**src/rtl/div_share_ctrl.sv**
```systemverilog
// Round-robin front end sharing one iterative unsigned divider among NREQ requesters.
// Zero divisors are answered locally; the divider only runs for nonzero divisors.
module div_share_ctrl #(
    parameter int NREQ  = 4,
    parameter int W     = 16,
    parameter int STEPS = 16
) (
    input  logic              clk,
    input  logic              rst_n,
    input  logic [NREQ-1:0]   req_valid,
    input  logic [NREQ*W-1:0] req_a,
    input  logic [NREQ*W-1:0] req_b,
    output logic [NREQ-1:0]   req_ready,
    output logic              rsp_valid,
    input  logic              rsp_ready,
    output logic [2:0]        rsp_id,
    output logic [W-1:0]      rsp_q,
    output logic [W-1:0]      rsp_r,
    output logic              rsp_dbz,
    output logic              busy,
    output logic              div_ld,
    output logic [W-1:0]      div_a,
    output logic [W-1:0]      div_b,
    input  logic [W-1:0]      div_q,
    input  logic [W-1:0]      div_r
);

    localparam int IW = (NREQ > 1) ? $clog2(NREQ) : 1;
    localparam int CW = $clog2(STEPS + 1);

    typedef enum logic [2:0] {
        IDLE,
        LOAD,
        RUN,
        DONE,
        RESP
    } state_t;

    state_t         state;
    state_t         state_nx;
    logic [CW-1:0]  cnt;
    logic [IW-1:0]  ptr;
    logic [IW-1:0]  gnt;
    logic [IW-1:0]  idx;
    logic           any;
    logic [W-1:0]   ga;
    logic [W-1:0]   gb;

    // Search upward from the slot after the last grant, wrapping.
    always_comb begin
        any = 1'b0;
        gnt = ptr;
        idx = ptr;
        for (int k = 1; k <= NREQ; k++) begin
            idx = IW'((int'(ptr) + k) % NREQ);
            if (!any && req_valid[idx]) begin
                any = 1'b1;
                gnt = idx;
            end
        end
    end

    assign ga = req_a[int'(gnt)*W +: W];
    assign gb = req_b[int'(gnt)*W +: W];

    always_comb begin
        state_nx = state;
        unique case (state)
            IDLE: begin
                if (any) begin
                    state_nx = (gb == '0) ? RESP : LOAD;
                end
            end
            LOAD: state_nx = RUN;
            RUN: begin
                if (cnt == CW'(STEPS - 1)) begin
                    state_nx = DONE;
                end
            end
            DONE: state_nx = RESP;
            RESP: begin
                if (rsp_ready) begin
                    state_nx = IDLE;
                end
            end
            default: state_nx = IDLE;
        endcase
    end

    always_comb begin
        req_ready = '0;
        if (state == IDLE && any) begin
            req_ready[gnt] = 1'b1;
        end
    end

    assign div_ld    = (state == LOAD);
    assign rsp_valid = (state == RESP);
    assign busy      = (state != IDLE);

    always_ff @(posedge clk or negedge rst_n) begin
        if (!rst_n) begin
            state   <= IDLE;
            cnt     <= '0;
            ptr     <= IW'(NREQ - 1);
            div_a   <= '0;
            div_b   <= '0;
            rsp_id  <= '0;
            rsp_q   <= '0;
            rsp_r   <= '0;
            rsp_dbz <= 1'b0;
        end else begin
            state <= state_nx;
            unique case (state)
                IDLE: begin
                    if (any) begin
                        div_a  <= ga;
                        div_b  <= gb;
                        rsp_id <= 3'(gnt);
                        ptr    <= gnt;
                        if (gb == '0) begin
                            rsp_q   <= '1;
                            rsp_r   <= ga;
                            rsp_dbz <= 1'b1;
                        end else begin
                            rsp_dbz <= 1'b0;
                        end
                    end
                end
                LOAD: cnt <= '0;
                RUN:  cnt <= cnt + 1'b1;
                DONE: begin
                    rsp_q <= div_q;
                    rsp_r <= div_r;
                end
                RESP: ;
                default: ;
            endcase
        end
    end

endmodule
```
**config.mk**
```make
export PLATFORM = sky130hd
export DESIGN_NAME = div_share_ctrl
export DESIGN_NICKNAME = d
export VERILOG_FILES = /design/src/rtl/div_share_ctrl.sv
export SDC_FILE = /design/constraint.sdc
export NUM_CORES = 1
export LEC_CHECK = 0
export ABC_CLOCK_PERIOD_IN_PS = 4400
export BUFFER_PORTS_ARGS = -buffer_cell sky130_fd_sc_hd__buf_4
export CAP_MARGIN = 0
export CORE_MARGIN = 2
export CORE_UTILIZATION = 45
export DETAILED_ROUTE_END_ITERATION = 16
export PLACE_DENSITY = 0.85
export RECOVER_POWER = 100
export SLEW_MARGIN = 20
export SYNTH_ARGS = -nofsm -noshare
export SYNTH_HDL_FRONTEND = slang
export SYNTH_SLANG_ARGS = --single-unit
```
**constraint.sdc**
```tcl
create_clock -name clk -period 4.4 [get_ports clk]
set_input_delay 1.32 -clock clk [delete_from_list [all_inputs] [get_ports clk]]
set_output_delay 1.32 -clock clk [all_outputs]
set_load 0.05 [all_outputs]
```
==> summary.txt, run 1 <==
Clock network
  – Clock buffer depth: 2
  – Post-CTS Setup Bufs: 0
  – H-tree lvl count: 3
  – CTS buffer count: 9
  – Worst skew pair latency: between 0.3 and 0.4 ns
  – Root buffer cell: clkbuf_8
  – Sink Count: 77
  – CTS tree: done
  – Hold_buf cts: 0
  – CTS resizes: 0
  – Clock Pin Slew Worst Setup and Hold Paths: around 0.080 ns

Global routing
  – Tot GR Track Use: 0.279
  – First-pass GRT wire length: around 25 mm
  – Initial antenna violation count: 0
  – Grt ovf: 0
  – Largest net degree at the start of global routing: 78
  – Number of global-route vias before repair: 5065

Floorplanning
  – Core ar.: 10200 sq um
  – Die W: roughly 110 microns
  – Initial Util: 0.456
  – DIE AREA: 11100 sq um
  – # IOs: 242
  – Site Rows: 37
  – Die Ht: about 110 microns

Timing
  – Final Skew: between 0.015 and 0.02 ns
  – Final Hold Viols: 0
  – RSZ-0062 raised after global routing: no
  – Period utilization: 0.900
  – Worst-margin pin slew: between 1.5 and 2 ns
  – Final count of negative-setup-slack endpoints: 0
  – Slew Limit Fails: 78
  – Min Tclk post-route: 3.96 ns
  – Slew headroom: -0.273
  – FMAX: approximately 0.25 GHz

Final layout
  – Total Nets Final: between 900 and 1000
  – Finished Layout Cells: between 900 and 1000
  – Final instance area: ~6400 sq um
  – ANT cells: 0
  – Layout cells sized above 1: 0.267
  – Area Growth Syn to Fin: 37.8%

Setup path
  – Register-to-Register Path Depth: 9
  – Flop2flop setup slack: 0.96 ns
  – CP required: between 3 and 4 ns
  – WP data arrival: 2.64 ns
  – Worst r2r src: ptr[0]$_DFFE_PN1P_
  – Crit. End Element: output pin
  – CP Launch Type: input port
  – Critical path peak fanout: 6
  – Worst r2r dst: rsp_q[13]$_DFFE_PN0P_
  – Setup CP Type: in2out

Routing
  – Antenna Nets Post-Route: 0
  – Wire length per cell: roughly 17 microns
  – Detailed Route Iter0 Violations: between 400 and 500
  – Avg Vias per Cell: around 5.7
  – Post-route DRC violation count: 0
  – Routed WL: around 16 mm
  – Vias: 5335
  – DR pass1 iterations: 5

Hold path
  – Worst min path class: reg2reg
  – Min-Delay Startpoint: div_a[8]$_DFFE_PN0P_
  – Hold-critical path depth: 1
  – Hold Path End: div_a[8]$_DFFE_PN0P_

Run status
  – Outcome: finished with violations
  – Failing checks: max-capacitance violations, max-slew violations

Synth
  – Simple-Gate Fraction of Synth Area: 0.293
  – FF+latch count, synth: 77
  – Register area share after synthesis: 0.416
  – Largest family of logic cells by synthesized area: simple AND/OR/NAND/NOR gates
  – Syn Std Cell Area: about 4600 sq um
  – Syn. warnings: 0
  – Synth Area in XOR/XNOR: 0.00189
  – Unique masters post-synth: 48
  – Synth Area in Adders: 0.00539
  – Post-synth net total: about 750
  – Post-Syn Instances: between 500 and 600
  – Asr flop ratio synth: 1.00
  – Synth Area in Compound Gates: 0.222
  – Syn_area_per_cell: 7.94 sq um
  – Mux share of post-synthesis cell area: 0.0113
  – Number of flops mapped to enable cells by yosys: 0
  – Ys flop type: dfrtp_1

Placed design
  – Placed Instances: just over 900
  – Area post-placement: 6530 sq um
  – Port buffer count: 240
  – DP HPWL: approximately 12 mm
  – GP Congestion: between 0.9 and 1

Job
  – Maxcap violations: 1

Power
  – Pleak: ~3.1 nW
  – Max IR drop VDD: approximately 0.0004 V
  – Total Power: between 5 and 6 mW
  – Power Dens Cells: between 800 and 900 nW/um^2
layout make-up:
| type | count | area (sq um) |
|---|---|---|
| Fill cell | 961 | 3790 |
| Multi-Input combinational cell | 455 | 2450 |
| Sequential cell | 77 | 1930 |
| Timing Repair Buffer | 253 | 1620 |
| Tap cell | 136 | 170 |
| Clock buffer | 9 | 124 |
| Clock inverter | 7 | 91.3 |
| Inverter | 5 | 18.8 |
power breakdown:
group / switching [mW] / internal (mW)
clock: 0.300 / 0.276
combinational: 2.51 / 0.881
sequential: 0.249 / 1.07
total: 3.06 / 2.23
synth_stat cells (all sizes together), types with 3 or more instances:
cell	count	area share
nor2	48	0.039
nor3	7	0.0075
inv	5	0.0040
nand2	170	0.14
dfrtp	75	0.40
o211ai	18	0.040
clkbuf	33	0.027
o21ai	39	0.042
nor4	8	0.011
mux2i	3	0.0065
a211oi	17	0.027
and3	20	0.027
nand3	20	0.024
a311oi	16	0.030
buf	15	0.019
nand4	17	0.026
or4	7	0.011
a21o	17	0.027
a21oi	24	0.026
critical path: stages:
cell and delay, ns:
clkbuf_1 0.11, nand2b_1 0.12, o21ai_0 0.17, a221oi_4 0.41, and3_2 0.24, clkbuf_2 0.27
kinds of logic after synthesis:
family,after synthesis
AO/OA/AOI/OAI,143
XOR/XNOR,1
adder cells (fa/ha/maj),2
buffers and inverters,53
flip-flops,77
multiplexers,5
other,1
AND/OR/NAND/NOR,303
flip-flops by register name (all words and copies together), names as in the netlist:
name,cells
rsp_id,2
cnt,5
div_b,16
rsp_q,16
div_a,16
rsp_r,16
state,3
ptr,2
rsp_dbz,1
layout by cell type, fill, tap and decap left out, drive strengths merged, types with 2 or more instances in the layout:
cell and instances:
o21ai 39, dfstp 2, nor3 7, a211oi 17, clkbuf 86, o21ba 2
inv 8, clkinv 2, mux2 2, mux2i 3, or4 7, a21o 17
and3 20, o211ai 18, nor2 48, nand4 17, buf 176, a22oi 2
a21oi 24, nand3 20, a221oi 2, a311oi 16, nand2 170, nor4 8
nor2b 2, dfrtp 75, ha 2
worst max path at each step:
stage | startpoint | to | slack [ns] | cells past startpoint
2_1_floorplan | req_valid[1] | req_ready[1] | -0.24 | 7
6_report | req_valid[3] | req_ready[0] | 0.44 | 6
5_1_grt | req_valid[3] | rsp_q[3]$_DFFE_PN0P_ | 0.21 | 10
3_5_place_dp | req_valid[3] | rsp_r[11]$_DFFE_PN0P_ | 0.41 | 9
3_3_place_gp | req_valid[1] | rsp_r[11]$_DFFE_PN0P_ | 0.49 | 9
4_1_cts | req_valid[3] | req_ready[0] | 0.52 | 6
per-stage QoR:
stage	setup TNS (ns)	utilization	setup WS, ns	hold slack, ns
floorplan	-0.474	-	-0.238	0.468
global placement	0	0.641	0.489	0.462
detailed placement	0	0.641	0.407	0.467
CTS	0	0.662	0.519	0.486
global route	0	0.628	0.206	0.499
finish	0	0.628	0.441	0.479
per-layer routing:
| layer | up-vias | track usage | share of wire |
|---|---|---|---|
| met5 | - | 0 | 0 |
| met2 | 292 | 0.469 | 0.49 |
| li1 | 2490 | - | - |
| met3 | 46 | 0.0618 | 0.091 |
| met1 | 2507 | 0.350 | 0.39 |
| met4 | 0 | 0.106 | 0.031 |
No activity file was read; power rests on OpenSTA's default activity.
==> run 2: changes to the inputs <==
==> constraint.sdc (replaced) <==
create_clock -name clk -period 4.4 [get_ports clk]
set_input_delay 0.88 -clock clk [delete_from_list [all_inputs] [get_ports clk]]
set_output_delay 0.88 -clock clk [all_outputs]
set_load 0.05 [all_outputs]
==> run 2 against run 1 <==
Against the previous run:
- the flow still finishes with violations (max-capacitance violations, max-slew violations)
- sequential power hardly changed
- worst setup slack improved by 0.29 ns
- highest routed layer unchanged
- critical path type is now reg2out
- non-clock buffer count down 2
- final area down 0.43%
- clock skew fell by 0.0013 ns
- sequential cell count stayed put
- via count down 1.6%
==> summary.txt, run 2 (same netlist as run 1, synthesis figures left out) <==
Timing
  – Period utilization: 0.835 (was 0.900)
  – Min Tclk post-route: 3.67 ns (was 3.96 ns)
  – Setup tns final: 0 ns (unchanged)
  – Worst-margin pin slew: 1.88 ns (was 1.91 ns)
  – FMAX: 0.272 GHz (was 0.253 GHz)
  – Final count of negative-setup-slack endpoints: 0 (unchanged)
  – RSZ-0062 raised after global routing: no (unchanged)
  – Slew headroom: -0.252 (was -0.273)
  – Final Skew: 0.0141 ns (was 0.0154 ns)
  – Final Hold Viols: 0 (unchanged)
  – Final hold slack: 0.486 ns (was 0.479 ns)
  – Slew Limit Fails: 78 (unchanged)

Floorplanning
  – Die W: 106 microns (unchanged)
  – Core ar.: 10200 sq um (unchanged)
  – # IOs: 242 (unchanged)
  – Site Rows: 37 (unchanged)
  – Initial Util: 0.456 (unchanged)
  – DIE AREA: 11100 sq um (unchanged)
  – Die Ht: 106 microns (unchanged)

Clock network
  – Hold_buf cts: 0 (unchanged)
  – CTS buffer count: 9 (unchanged)
  – CTS tree: done (unchanged)
  – Post-CTS Setup Bufs: 0 (unchanged)
  – Root buffer cell: clkbuf_8 (unchanged)
  – H-tree lvl count: 3 (unchanged)
  – Clock buffer depth: 2 (unchanged)
  – Worst skew pair latency: 0.36 ns (was 0.35 ns)
  – Sink Count: 77 (unchanged)
  – Clock Pin Slew Worst Setup and Hold Paths: 0.10 ns (was 0.08 ns)
  – CTS resizes: 0 (unchanged)

Setup path
  – Slowest-stage cell, CP: dfstp_1 (was a221oi_4)
  – Flop2flop setup slack: 0.82 ns (was 0.96 ns)
  – Worst r2r src: ptr[0]$_DFFE_PN1P_ (unchanged)
  – Slowest stage delay, CP: 0.62 ns (was 0.41 ns)
  – Critical path peak fanout: 45 (was 6)
  – CP Launch Type: flip-flop (was input port)
  – CP required: 3.52 ns (was 3.08 ns)
  – WP data arrival: 2.79 ns (was 2.64 ns)
  – CP Launch Point: ptr[0]$_DFFE_PN1P_ (was req_valid[3])
  – Setup CP Type: reg2out (was in2out)
  – Crit. End Element: output pin (unchanged)
  – Register-to-Register Path Depth: 8 (was 9)
  – Ordered cell list for the critical path: nand2b_1 > o21ai_0 > a221oi_4 > buf_4 > nor3_1 > clkbuf_1 (was clkbuf_1 > nand2b_1 > o21ai_0 > a221oi_4 > and3_2 > clkbuf_2)

Hold path
  – Hold-critical path depth: 2 (was 1)
  – Worst min path class: reg2reg (unchanged)
  – Min-Delay Startpoint: rsp_dbz$_DFFE_PN0P_ (was div_a[8]$_DFFE_PN0P_)

Global routing
  – Number of global-route vias before repair: 5169 (was 5065)
  – Initial antenna violation count: 0 (unchanged)
  – Largest net degree at the start of global routing: 78 (unchanged)
  – Grt ovf: 0 (unchanged)
  – Tot GR Track Use: 0.282 (was 0.279)
  – First-pass GRT wire length: 24.9 mm (was 24.7 mm)

Routing
  – Antenna Nets Post-Route: 0 (unchanged)
  – Routed WL: 15.9 mm (was 16.0 mm)
  – Wire length per cell: 16.9 microns (was 17.0 microns)
  – Post-route DRC violation count: 0 (unchanged)
  – Detailed Route Iter0 Violations: 382 (was 440)
  – Vias: 5251 (was 5335)
  – DR pass1 iterations: 5 (unchanged)
  – Avg Vias per Cell: 5.59 (was 5.66)

Run status
  – Failing checks: max-capacitance violations, max-slew violations (unchanged)
  – Outcome: finished with violations (unchanged)

Placed design
  – DP HPWL: 12.3 mm (was 12.2 mm)
  – Port buffer count: 240 (unchanged)
  – Placed Instances: 924 (was 926)
  – GP Congestion: 0.908 (was 0.924)

Power
  – Pleak: 3.06 nW (was 3.07 nW)
  – Total Power: 5.25 mW (was 5.28 mW)
  – Power Dens Cells: 824 nW/um^2 (was 826 nW/um^2)
  – Max IR drop VDD: 0.000348 V (was 0.000392 V)

Final layout
  – Finished Layout Cells: 940 (was 942)
  – Layout cells sized above 1: 0.256 (was 0.267)
  – Commonest non-fill, non-tap cell in the layout: buf_4 (unchanged)
  – Most frequent cells in the layout: buf_4 (173), nand2_1 (170), clkbuf_1 (76) (was buf_4 (176), nand2_1 (169), dfrtp_1 (75))
  – ANT cells: 0 (unchanged)
  – Fillers: 966 (was 961)
  – Total Nets Final: 968 (was 970)
  – Area Growth Syn to Fin: 37.2% (was 37.8%)

Job
  – Maxcap violations: 1 (unchanged)
-- run 2: cell count changes in the layout (fill, tap and decap cells not counted), sizes merged --
cell / before / now
buf: 176 / 173
clkbuf: 86 / 87
-- run 2: worst max-delay path: cells and delay by family, from the launching register on --
family | cells | cell delay, ns
DFF | 1 | 0.62
and+or+nand+nor | 2 | 0.30
AOI/OAI and AO/OA | 2 | 0.72
buffers and inverters | 2 | 0.78
-- run 2: area by class of cell --
class	instances	area, sq um	area share
Multi-Input combinational cell	455	2440	0.383
Sequential cell	77	1930	0.303
Timing Repair Buffer	251	1590	0.250
Tap cell	136	170	0.0267
Clock buffer	9	124	0.0194
Clock inverter	7	91.3	0.0143
Inverter	5	18.8	0.00295
-- run 2: path summary, 6_finish.rpt --
path / to
max reg2reg: rsp_q[10]$_DFFE_PN0P_
min reg2reg: rsp_dbz$_DFFE_PN0P_
max: req_ready[1]
min: rsp_dbz$_DFFE_PN0P_
max in group asynchronous: div_b[5]$_DFFE_PN0P_
min in group asynchronous: rsp_q[7]$_DFFE_PN0P_
-- run 2: routing by layer --
layer | GRT usage | wire length [microns] | vias to the layer above
li1 | - | - | 2494
met1 | 0.348 | 6470 | 2461
met2 | 0.494 | 7840 | 264
met3 | 0.0532 | 1230 | 32
met4 | 0.0940 | 362 | 0
met5 | 0 | 0 | -
-- run 2: metrics by stage --
stage | utilization | cell area, sq um | setup slack [ns]
after floorplan | - | 4640 | 0.641
after global placement | 0.639 | 6510 | 0.713
after detailed placement | 0.639 | 6510 | 0.590
after CTS | 0.661 | 6730 | 0.916
after global routing | 0.625 | 6370 | 0.520
final | 0.625 | 6370 | 0.728
-- run 2: report_power, final --
part / internal (mW) / switching [mW] / leakage [nW] / total, mW
Clock: 0.276 / 0.306 / 0.105 / 0.582
Combinational: 0.862 / 2.49 / 2.03 / 3.35
Sequential: 1.07 / 0.251 / 0.927 / 1.32
Total: 2.20 / 3.04 / 3.06 / 5.25
==> run 3: changes to the inputs <==
Settings changed: ABC_AREA set to 1, ABC_CLOCK_PERIOD_IN_PS 4400 to 3300, CORE_UTILIZATION 45 to 42, PLACE_DENSITY 0.85 to 0.83.
Clock period 4.4 ns to 3.3 ns, I/O delays scaled along.
==> run 3 against run 2 <==
Against the previous run:
- the flow still finishes with violations (max-capacitance violations, max-slew violations)
- wire length up 2.2%
- worst hold slack got worse by 0.015 ns
- synthesized cell count increased by 21%
- final area is 6.8% higher
- sequential share of layout area is 1.9 points lower
- via count grew 6.1%
- worst setup slack got worse by 0.68 ns
- core utilization decreased by 0.36 points
- non-clock buffer count grew 8
- first-iteration DRC count shrank 6.3%
- area after synthesis rose by 2.1%
- count of clock-buffer cells in the layout grew 1
- highest routed layer unchanged
==> summary.txt, run 3 <==
Synth
  – Largest cells by area after synthesis: dfrtp_1 (40%), nand2_1 (28%), nand3_1 (9.4%), o21ai_0 (3.9%), nor2_1 (2.5%) (was dfrtp_1 (40%), nand2_1 (14%), o21ai_0 (4.2%), nor2_1 (3.9%), a311oi_1 (3.0%))
  – Syn_area_per_cell: 6.69 sq um (was 7.94 sq um)
  – Unique masters post-synth: 30 (was 48)
  – Synth top area share: 0.396 (was 0.404)
  – Number of flops mapped to enable cells by yosys: 0 (unchanged)
  – FF+latch count, synth: 77 (unchanged)
  – Register area share after synthesis: 0.407 (was 0.416)
  – Most instantiated cells after synthesis: nand2_1 (349), nand3_1 (89), dfrtp_1 (75) (was nand2_1 (169), dfrtp_1 (75), nor2_1 (48))
  – Syn. warnings: 0 (unchanged)
  – Ys flop type: dfrtp_1 (unchanged)
  – Post-synth net total: 878 (was 754)
  – Yosys top cell by area: dfrtp_1 (unchanged)
  – Most common cell in the synthesized netlist: nand2_1 (unchanged)
  – Syn Std Cell Area: 4740 sq um (was 4640 sq um)
  – Asr flop ratio synth: 1.00 (unchanged)
  – Post-Syn Instances: 709 (was 585)

Clock network
  – Clock Pin Slew Worst Setup and Hold Paths: 0.07 ns (was 0.10 ns)
  – Worst skew pair latency: 0.33 ns (was 0.36 ns)
  – Clock buffer depth: 2 (unchanged)
  – Root buffer cell: clkbuf_16 (was clkbuf_8)
  – CTS tree: done (unchanged)
  – CTS buffer count: 9 (unchanged)
  – Hold_buf cts: 0 (unchanged)
  – H-tree lvl count: 3 (unchanged)
  – Sink Count: 77 (unchanged)

Timing
  – Min Tclk post-route: 3.25 ns
  – Final count of negative-setup-slack endpoints: 0 (unchanged)
  – Final Hold Viols: 0 (unchanged)
  – Slew headroom: -0.281 (was -0.252)
  – Final Skew: 0.00904 ns (was 0.0141 ns)
  – Period utilization: 0.985
  – FMAX: a little over 0.3 GHz
  – Min setup slack post-route: 0.0499 ns (was 0.728 ns)
  – Slew Limit Fails: 78 (unchanged)
  – Worst-margin pin slew: 1.92 ns (was 1.88 ns)

Setup path
  – CP required: 2.64 ns (was 3.52 ns)
  – CP Launch Type: flip-flop (unchanged)
  – Top delay family on crit path: simple AND/OR/NAND/NOR gates (was buffers and inverters)
  – Critical path peak fanout: 15 (was 45)
  – Slowest stage delay, CP: 0.62 ns (about the same)
  – Ordered cell list for the critical path: clkbuf_2 > nand2_1 > nand3_1 > nand2_2 > o21ai_1 > nand2_1 > nand2_2 > nand2_4 > buf_6 > nor2_1 > buf_4 (was nand2b_1 > o21ai_0 > a221oi_4 > buf_4 > nor3_1 > clkbuf_1)
  – Crit. End Element: output pin (unchanged)
  – WP depth: 11 (was 6)
  – WP data arrival: 2.59 ns (was 2.79 ns)
  – Worst path bufs/invs: 3 (was 2)
  – Register-to-Register Path Depth: 18 (was 8)
  – Setup CP Type: reg2out (unchanged)
  – Slowest-stage cell, CP: dfstp_2 (was dfstp_1)

Final layout
  – Fillers: 1073 (was 966)
  – Finished Layout Cells: 1087 (was 940)
  – Area Growth Syn to Fin: 43.4% (was 37.2%)
  – Total Nets Final: 1111 (was 968)
  – Layout cells sized above 1: 0.264 (was 0.256)
  – Most frequent cells in the layout: nand2_1 (347), buf_4 (180), nand3_1 (88) (was buf_4 (173), nand2_1 (170), clkbuf_1 (76))
  – Register Area: 1930 sq um (unchanged)
  – Fin util: 0.622 (was 0.625)
  – Final instance area: 6800 sq um (was 6370 sq um)
  – Commonest non-fill, non-tap cell in the layout: nand2_1 (was buf_4)
  – Multi-input logic area: 2600 sq um (was 2440 sq um)
  – ANT cells: 0 (unchanged)

Routing
  – Detailed Route Iter0 Violations: 358 (was 382)
  – Routed WL: 16.3 mm (was 15.9 mm)
  – Antenna Nets Post-Route: 0 (unchanged)
  – Post-route DRC violation count: 0 (unchanged)
  – Avg Vias per Cell: 5.12 (was 5.59)
  – Wire length per cell: 15.0 microns (was 16.9 microns)
  – Vias: 5569 (was 5251)
  – DR pass1 iterations: 5 (unchanged)

Run status
  – Outcome: finished with violations (unchanged)
  – Failing checks: max-capacitance violations, max-slew violations (unchanged)

Global routing
  – First-pass GRT wire length: 23.9 mm (was 24.9 mm)
  – Number of global-route vias before repair: 5040 (was 5169)
  – Tot GR Track Use: 0.253 (was 0.282)
  – Met1 Use GR: 0.307 (was 0.348)
  – Grt ovf: 0 (unchanged)
  – Met3 Usage GRT: 0.0758 (was 0.0532)
  – Global route hottest layer: met2 (unchanged)
  – Initial antenna violation count: 0 (unchanged)
  – Grt met2 use: 0.422 (was 0.494)
  – Largest net degree at the start of global routing: 78 (unchanged)

Floorplanning
  – DIE AREA: 12200 sq um (was 11100 sq um)
  – # IOs: 242 (unchanged)
  – Site Rows: 38 (was 37)
  – Core ar.: 10900 sq um (was 10200 sq um)
  – Die Ht: 110 microns (was 106 microns)
  – Die W: 110 microns (was 106 microns)
  – Initial Util: 0.434 (was 0.456)

Placed design
  – DP HPWL: 12.0 mm (was 12.3 mm)
  – Area post-placement: 6610 sq um (was 6510 sq um)
  – Pre-CTS WS: 0.183 ns (was 0.590 ns)
  – Placed Instances: 1062 (was 924)
  – GP Congestion: 0.868 (was 0.908)
  – Port buffer count: 240 (unchanged)

Hold path
  – Worst min path class: reg2reg (unchanged)
  – Hold-critical path depth: 2 (unchanged)

Job
  – Maxcap violations: 1 (unchanged)
## run 3: cell count changes after synthesis, moves of 10 or more
cell	before	now
o211ai_2	10	0
nand2_1	169	349
and3_1	20	0
a31oi_1	0	16
clkbuf_1	33	15
or2_2	1	18
nand4_1	16	0
a211oi_1	17	0
a311oi_1	16	0
nand3_1	19	89
a21o_1	17	0
nor2_1	48	32
a21oi_1	24	3
## run 3: cells by family (layout without fill, tap and decap cells)
logic type	after synthesis	count (layout)	share of synthesized area
flip-flops	77	77	0.407
buffers and inverters	58	293	0.0620
AO/OA/AOI/OAI	61	61	0.0721
adder cells (fa/ha/maj)	2	2	0.00528
other	1	1	0.000791
AND/OR/NAND/NOR	510	513	0.453
## run 3: worst register-to-register path, delay by kind of cell (launching register included)
| kind | cells | cell delay (ns) |
|---|---|---|
| DFF | 1 | 0.62 |
| and+or+nand+nor | 15 | 1.87 |
| AOI/OAI and AO/OA | 1 | 0.24 |
| buffers and inverters | 2 | 0.39 |
## run 3: per-stage QoR
| step | hold WS (ns) | setup TNS (ns) |
|---|---|---|
| 2_1_floorplan | 0.364 | 0 |
| 3_3_place_gp | 0.456 | 0 |
| 3_5_place_dp | 0.461 | 0 |
| 4_1_cts | 0.475 | 0 |
| 5_1_grt | 0.492 | -0.488 |
| 6_report | 0.471 | 0 |
## run 3: path summary, 6_finish.rpt
kind,start,end,slack (ns)
max,ptr[0]$_DFFE_PN1P_,req_ready[3],0.05
min,rsp_q[10]$_DFFE_PN0P_,rsp_q[10]$_DFFE_PN0P_,0.47
max reg2reg,ptr[0]$_DFFE_PN1P_,rsp_q[1]$_DFFE_PN0P_,0.11
min reg2reg,rsp_q[10]$_DFFE_PN0P_,rsp_q[10]$_DFFE_PN0P_,0.47
max in group asynchronous,rst_n,div_a[13]$_DFFE_PN0P_,1.31
min in group asynchronous,rst_n,div_a[11]$_DFFE_PN0P_,0.86
## run 3: area by class of cell
| type | instances | share of cell area |
|---|---|---|
| Multi-Input combinational cell | 577 | 0.382 |
| Sequential cell | 77 | 0.284 |
| Timing Repair Buffer | 259 | 0.251 |
| Clock buffer | 10 | 0.0337 |
| Tap cell | 140 | 0.0258 |
| Clock inverter | 6 | 0.0129 |
| Inverter | 18 | 0.0107 |
## run 3: routing by layer
metal  vias up  share of wire  wire (microns)
met5         -              0               0
met4         0          0.027             432
met3        39          0.084            1370
met2       228           0.48            7850
met1      2561           0.41            6600
li1       2741              -               -
## run 3: repair_timing
action | CTS | global route
gates cloned | 0 | 3
setup buffers | 0 | 6
pin swaps | 0 | 2
setup endpoints to repair | 2 | 37
resized for setup | 1 | 13
Power of run 3 is left out: the tool's default activity adds up to more than one toggle a clock period on the data nets, which glitch-free logic cannot reach.
